$ cat src/rtl/rr_arbiter4.sv
`default_nettype none
// ============================================================================
//  Module   : rr_arbiter4
//  Purpose  : Four-requester round-robin arbiter with a hold limit. A
//             requester that wins keeps the grant for as long as it keeps
//             requesting, unless another requester is waiting. In that case
//             the owner loses the grant after MAX_HOLD cycles.
//  Revision : 1.0  initial release
// ----------------------------------------------------------------------------
//  Ports
//    clk       in   1  clock; every register updates on its rising edge
//    reset_n   in   1  asynchronous, active-low reset
//    req       in   4  level request per requester (bit i = requester i)
//    gnt       out  4  registered one-hot grant, zero when there is no owner
//    sel       out  2  registered index of the current or last owner
//                      (select input of the shared 4:1 mux)
//    valid     out  1  registered; high exactly when gnt is nonzero
//    hold_cnt  out  8  registered count of cycles the owner has held gnt
//  Parameters
//    MAX_HOLD  maximum consecutive grant cycles while another requester is
//              pending (legal range 2..255)
// ============================================================================
module rr_arbiter4 #(
    parameter int unsigned MAX_HOLD = 8
) (
    input  logic       clk,
    input  logic       reset_n,
    input  logic [3:0] req,
    output logic [3:0] gnt,
    output logic [1:0] sel,
    output logic       valid,
    output logic [7:0] hold_cnt
);

    localparam logic [7:0] c_max_hold = 8'(MAX_HOLD);

    typedef enum logic [0:0] {
        ST_IDLE  = 1'b0,
        ST_GRANT = 1'b1
    } state_t;

    // ------------------------------------------------------------------
    // Registered state and outputs
    // ------------------------------------------------------------------
    state_t     r_state;
    logic [1:0] r_ptr;
    logic [3:0] r_gnt;
    logic [1:0] r_sel;
    logic       r_valid;
    logic [7:0] r_hold;

    // Next-state values
    state_t     w_state_nxt;
    logic [1:0] w_ptr_nxt;
    logic [3:0] w_gnt_nxt;
    logic [1:0] w_sel_nxt;
    logic       w_valid_nxt;
    logic [7:0] w_hold_nxt;

    // Arbitration signals
    logic [3:0] w_cand;
    logic [2:0] w_pick;
    logic       w_found;
    logic [1:0] w_win;
    logic [3:0] w_win_onehot;
    logic       w_owner_req;
    logic       w_hold_below_max;

    // ------------------------------------------------------------------
    // Round-robin search. Starting at 'start', the function returns
    // {found, index} for the first set bit of 'mask'. It walks the
    // offsets from farthest to nearest, so the nearest hit is the last
    // value written and no early exit is needed.
    // ------------------------------------------------------------------
    function automatic logic [2:0] rr_pick(input logic [3:0] mask,
                                           input logic [1:0] start);
        logic [2:0] result;
        logic [1:0] idx;
        result = 3'b000;
        for (int k = 3; k >= 0; k--) begin
            idx = start + 2'(k);
            if (mask[idx]) begin
                result = {1'b1, idx};
            end
        end
        return result;
    endfunction

    // The current owner is masked out of the candidate set. The pointer
    // already sits one past the owner, so the owner could only be found
    // last anyway. Masking it also means that a forced rotation or a
    // hand-over always picks a *different* requester. In IDLE r_gnt is
    // zero, so the mask has no effect there.
    assign w_cand       = req & ~r_gnt;
    assign w_pick       = rr_pick(w_cand, r_ptr);
    assign w_found      = w_pick[2];
    assign w_win        = w_pick[1:0];
    assign w_win_onehot = 4'b0001 << w_win;

    assign w_owner_req      = |(req & r_gnt);
    assign w_hold_below_max = (r_hold < c_max_hold);

    // ------------------------------------------------------------------
    // Next-state / next-output logic
    // ------------------------------------------------------------------
    always_comb begin
        w_state_nxt = r_state;
        w_ptr_nxt   = r_ptr;
        w_gnt_nxt   = r_gnt;
        w_sel_nxt   = r_sel;
        w_valid_nxt = r_valid;
        w_hold_nxt  = r_hold;

        unique case (r_state)
            ST_IDLE: begin
                if (w_found) begin
                    w_state_nxt = ST_GRANT;
                    w_gnt_nxt   = w_win_onehot;
                    w_sel_nxt   = w_win;
                    w_valid_nxt = 1'b1;
                    w_hold_nxt  = 8'd1;
                    w_ptr_nxt   = w_win + 2'd1;
                end else begin
                    // sel deliberately keeps the last owner index
                    w_gnt_nxt   = 4'b0000;
                    w_valid_nxt = 1'b0;
                    w_hold_nxt  = 8'd0;
                end
            end

            ST_GRANT: begin
                if (w_owner_req && w_hold_below_max) begin
                    w_hold_nxt = r_hold + 8'd1;
                end else if (w_found) begin
                    // Either the owner has used up its hold budget or it has
                    // dropped its request. In both cases the grant moves
                    // straight to the next winner with no idle bubble.
                    w_gnt_nxt   = w_win_onehot;
                    w_sel_nxt   = w_win;
                    w_valid_nxt = 1'b1;
                    w_hold_nxt  = 8'd1;
                    w_ptr_nxt   = w_win + 2'd1;
                end else if (w_owner_req) begin
                    // Nobody else is waiting: keep the owner and saturate.
                    w_hold_nxt = c_max_hold;
                end else begin
                    w_state_nxt = ST_IDLE;
                    w_gnt_nxt   = 4'b0000;
                    w_valid_nxt = 1'b0;
                    w_hold_nxt  = 8'd0;
                end
            end

            default: begin
                w_state_nxt = ST_IDLE;
                w_gnt_nxt   = 4'b0000;
                w_valid_nxt = 1'b0;
                w_hold_nxt  = 8'd0;
            end
        endcase
    end

    // ------------------------------------------------------------------
    // State and output registers
    // ------------------------------------------------------------------
    always_ff @(posedge clk or negedge reset_n) begin
        if (!reset_n) begin
            r_state <= ST_IDLE;
            r_ptr   <= 2'd0;
            r_gnt   <= 4'b0000;
            r_sel   <= 2'd0;
            r_valid <= 1'b0;
            r_hold  <= 8'd0;
        end else begin
            r_state <= w_state_nxt;
            r_ptr   <= w_ptr_nxt;
            r_gnt   <= w_gnt_nxt;
            r_sel   <= w_sel_nxt;
            r_valid <= w_valid_nxt;
            r_hold  <= w_hold_nxt;
        end
    end

    // Every output comes straight from a register. There is no
    // combinational path from req to the outputs.
    assign gnt      = r_gnt;
    assign sel      = r_sel;
    assign valid    = r_valid;
    assign hold_cnt = r_hold;

`ifndef SYNTHESIS
    // Grant integrity: at most one bit set, and sel/valid consistent.
    always_ff @(posedge clk) begin
        if (reset_n) begin
            assert ($onehot0(r_gnt));
            assert (r_valid == (r_gnt != 4'b0000));
            assert (!r_valid || (r_gnt == (4'b0001 << r_sel)));
        end
    end
`endif

endmodule
`default_nettype wire

$ cat config.mk
export PLATFORM = sky130hd
export DESIGN_NAME = rr_arbiter4
export DESIGN_NICKNAME = d
export VERILOG_FILES = /design/src/rtl/rr_arbiter4.sv
export SDC_FILE = /design/constraint.sdc
export NUM_CORES = 1
export LEC_CHECK = 0
export BUFFER_PORTS_ARGS = -buffer_cell sky130_fd_sc_hd__buf_2
export CORE_AREA = 2 2 43 45
export CTS_CLUSTER_SIZE = 28
export DETAILED_ROUTE_END_ITERATION = 8
export DIE_AREA = 0 0 45 47
export PLACE_DENSITY = 0.77
export SLEW_MARGIN = 20
export SYNTH_ARGS = -nofsm -noshare
export SYNTH_HDL_FRONTEND = slang
export SYNTH_SLANG_ARGS = --single-unit
$ cat constraint.sdc
create_clock -name clk -period 5.1 [get_ports clk]
set_input_delay 0.765 -clock clk [delete_from_list [all_inputs] [get_ports clk]]
set_output_delay 0.765 -clock clk [all_outputs]
set_load 0.01 [all_outputs]
### Word-level counts from Yosys, hierarchy flattened

Index checks and enable logic that the tools add are counted.

| operators by class | value |
|---|---|
| $add $sub $neg | 5 |
| multipliers | 0 |
| div/mod/pow operators | 0 |
| $lt $le $gt $ge | 5 |
| equal/unequal tests | 2 |
| shifts and indexed selects | 1 |
| multiplexer cells | 37 |
| bitwise operators | 4 |
| reductions and logical operators | 3 |

Operators with widths:

| operator | count |
|---|---|
| two-way mux 4 bit | 6 |
| case mux 8 bit (2 select lines) | 1 |
| less-than comparator 2 x 3 -> 1 bit, second input constant | 4 |
| two-way mux 1 bit | 12 |
| two-way mux 3 bit | 4 |
| adder 8 x 1 -> 8 bit, second input constant | 1 |
| AND 4 bit | 2 |
| binary-select mux 1 bit (select 2 bit) | 4 |
| less-than comparator 8 x 4 -> 1 bit, second input constant | 1 |
| two-way mux 2 bit | 4 |
| two-way mux 8 bit | 1 |
| case mux 2 bit (2 select lines) | 2 |
| case mux 4 bit (2 select lines) | 1 |
| adder 2 x 1 -> 2 bit, second input constant | 2 |
| adder 2 bit, second input constant | 2 |
| inverter 4 bit | 1 |
| case mux 1 bit (2 select lines) | 2 |
| OR reduction 4 bit | 1 |
| << shifter 1 x 2 -> 4 bit, first input constant | 1 |
| != test 3 bit, second input constant | 1 |
| != test 2 bit, second input constant | 1 |
| AND reduction 2 bit | 1 |
| logical AND 1 bit | 1 |
| inverter 1 bit | 1 |

| word-level totals | value |
|---|---|
| bits in registers | 18 |
| bits in latches | 0 |
| bits in writable memories | 0 |
| memory bits (read-only) | 0 |
| bits of input ports | 6 |
| word-level logic and storage cells | 63 |
| memories kept | 0 |

### Longest topological paths before layout

| logic depth | value |
|---|---|
| word-level depth | 12 |
| mapped depth | 5 |

### Worst setup path after synthesis

Ideal clock, no wire load.

| timing | value |
|---|---|
| path type | in2reg |
| start | input req[1] |
| end | register r_gnt[3] (netlist: gnt[3]) |
| data arrival time | 1.830 ns |
| required time | 4.979 ns |
| path slack | 3.149 ns |
| cell stages on the path | 5 |
| path through | nor2b_1 nor4_2 or2_4 nor2_2 a22o_1 |

| between the ends | value |
|---|---|
| word-level cells in the longest chain between the ends | 11 |
| elaborated cells on any way between the ends | 24 |

Ends and longest elaborated chain:

| what | line | RTL |
|---|---|---|
| start: declaration | 28 | `input logic [3:0] req,` |
| AND 4 bit | 94 | `assign w_cand = req & ~r_gnt;` |
| binary-select mux 1 bit (select 2 bit) | 82 | `if (mask[idx]) begin` |
| two-way mux 1 bit (not written as such) | 82 |  |
| two-way mux 3 bit (4 in series) | 82 |  |
| << shifter 1 x 2 -> 4 bit | 98 | `assign w_win_onehot = 4'b0001 << w_win;` |
| two-way mux 4 bit | 134 | `end else if (w_found) begin` |
| two-way mux 4 bit | 132 | `if (w_owner_req && w_hold_below_max) begin` |
| case mux 4 bit (2 select lines) | 114 | `unique case (r_state)` |
| end signal: assignment | 177 | `r_gnt <= w_gnt_nxt;` |
| end: declaration | 47 | `logic [3:0] r_gnt;` |

Parallel ways exist; a longest one is shown, timed or not. The select of a mux whose other input is x is not followed.
A chain may end at the register's enable or synchronous reset.

### Worst setup path after layout

| timing | value |
|---|---|
| start | register r_hold[7] (netlist: hold_cnt[7]) |
| end | register r_gnt[3] (netlist: gnt[3]) |

| between the ends | value |
|---|---|
| word-level cells in the longest chain between the ends | 4 |

Ends and longest elaborated chain:

| what | line | RTL |
|---|---|---|
| start: declaration | 50 | `logic [7:0] r_hold;` |
| start signal: assignment | 180 | `r_hold <= w_hold_nxt;` |
| less-than comparator 8 x 4 -> 1 bit | 101 | `assign w_hold_below_max = (r_hold < c_max_hold);` |
| logical AND 1 bit | 132 |  |
| != test 2 bit (no line) | -- |  |
| AND reduction 2 bit (no line) | -- |  |

No other way between the ends.

==> reports/qor.yml <==
cts_buffers: 3
hpwlAfterDp_mm: 1.27
holdCritPathClass: "in2async"
avgSynthCellArea_um2: 11.6
fin_skew_ns: 0.00657
place_inst: 112
cts_tree: "yes"
final-max-slew-violation-count: 0
wl_mm: 1.63
ios: 21
grt_pass1_vias: 655
synth_cell_types: 32
power_leakage_nw: 0.510
postLayoutCoreUtil_pct: 60.8
gp_congestion: 0.810
synthArstFlopShare_pct: 100
synth_enable_flop_cells: 0
ys.flop_type: "dfrtp_1"
fmax_mhz: 497
wire_per_inst_um: 14.1
grt_pass1_wl_mm: 2.76
cp_data_arrival_time_ns: 2.20
die_y_um: 47
grt_antenna_before_repair: 0
drt_iter0_markers: 9
num_rows: 15
fin_crit_sh_pct: 39.4
drc: 0
slew_headroom_pct: 59.5
syn_to_final_growth_pct: 20.2
grt_max_degree: 19
setup_violations: 0
peakVddDrop_uv: 269
grt.total_usage_pct: 18.9
post_cts_resized: 0
post-route-min-period_ns: 2.01
layout_setup_ws_ns: 3.09
insertion_delay_ns: 0.29
fin_setup_tns_ns: 0
worstPathRequired_ns: 5.29
dieArea_mm2: 0.00212
place_ws_ns: 2.85
maxCapViolCount: 0
whs_ns: 0.377
grt.overflow.total: 0
hold_violations: 0
cts.sinks: 18
core_area_mm2: 0.00165
netlist_area_um2: 836
io_buffers: 20
ys_seq_area_share_pct: 53.9
path_class: "reg2reg"
r2r_slack_ns: 3.09
fin_cells: 116
cp-end-kind: "flop"
drive_gt1_share_pct: 32.3
die_w_um: 45
num_vias: 640
rr_worst_depth: 5
tightestPinTransition_ns: 0.603
fin_nets: 107
yosysWarnings: 0
path_max_fanout: 5
ant_nets: 0
clockBufferDepth: 2
clk_pin_slew_worst_paths_ns: 0.10
cellPowerDensity_mw_per_mm2: 510
status: "complete, no violations"
rsz0062_at_grt: "false"
postCtsHoldBufs: 0
crit-reg2reg-launch: "hold_cnt[7]"
syn_inst: 72
htreeDepth: 1
cts_setup_buffers: 0
antenna_cells: 0
worstSetupStartpointType: "flop"
first_pass_iters: 4
synth-seq-cells: 18
root_buffer: "clkbuf_4"
floorplan.initialDensity_pct: 50.6
regToRegEndpoint: "gnt[3]"
viasPerCell: 5.52
==> worst max-delay path by stage <==
stage	from	slack, ns	end
after floorplan	req[1]	3.15	gnt[3]
after global placement	req[1]	2.89	gnt[3]
after detailed placement	req[1]	2.85	gnt[3]
after CTS	hold_cnt[7]	3.07	gnt[3]
after global routing	hold_cnt[7]	3.00	gnt[3]
final	hold_cnt[7]	3.09	gnt[3]
==> cell usage after synthesis, drive strengths merged, types with 2 or more instances <==
library cell	number	area share [%]
nand2	4	1.8
nand2b	2	1.5
inv	4	1.8
nor2	6	3.3
xor2	2	2.1
dfrtp	18	54
a22oi	2	1.8
a21oi	4	2.4
and2	2	1.5
nor2b	4	3.0
a21o	3	2.7
o21ai	2	1.2
==> layer usage <==
layer	GRT usage (%)	routed length [um]	vias up
li1	-	-	310
met1	24.0	718	307
met2	31.4	797	18
met3	2.31	80	5
met4	10.6	38	0
met5	0	0	-
==> through the flow <==
stage | area (um2) | total power, mW
CTS | 1000 | 0.517
finish | 1000 | 0.512
floorplan | 847 | 0.361
global route | 1000 | 0.551
global placement | 968 | 0.420
detailed placement | 968 | 0.430
==> placed cells by master (no fill, tap or decap), drive strengths merged, types with 2 or more instances in the layout <==
| cell | count |
|---|---|
| nor2 | 6 |
| xor2 | 2 |
| nand2 | 4 |
| a22oi | 2 |
| dfrtp | 18 |
| o21ai | 2 |
| inv | 4 |
| and2 | 2 |
| nor2b | 4 |
| buf | 20 |
| a21o | 3 |
| a21oi | 4 |
| clkbuf | 4 |
| conb | 4 |
| nand2b | 2 |
==> registers in the layout, summed over array words and instances (netlist names) <==
register  cells
hold_cnt      8
gnt           4
r_ptr         2
sel           2
r_state       1
valid         1
==> cell type report <==
| cell class | instances | area [um2] |
|---|---|---|
| Timing Repair Buffer | 20 | 100 |
| Inverter | 4 | 15.0 |
| Multi-Input combinational cell | 53 | 382 |
| Sequential cell | 18 | 450 |
| Clock buffer | 4 | 36.3 |
| Tap cell | 17 | 21.3 |
| Fill cell | 146 | 647 |
==> where the power goes <==
group	switching, mW	total (mW)	internal, mW
clock network	0.0425	0.0860	0.0435
logic	0.123	0.214	0.0906
registers	0.0314	0.213	0.181
total	0.197	0.512	0.315
==> cell families after synthesis <==
family | synth area share [%]
buffers and inverters | 1.80
XOR/XNOR | 2.10
multiplexers | 2.99
adder cells (fa/ha/maj) | 1.50
AND/OR/NAND/NOR | 18.1
other | 0.449
AO/OA/AOI/OAI | 19.2
flip-flops | 53.9
==> critical path, stage by stage (launching register included) <==
cell       delay [ns]
dfrtp_1          0.38
or4_4            0.57
a2111oi_4        0.48
or2_4            0.23
nor2_2           0.06
a22o_1           0.19
(Power assumes the default switching activity.)
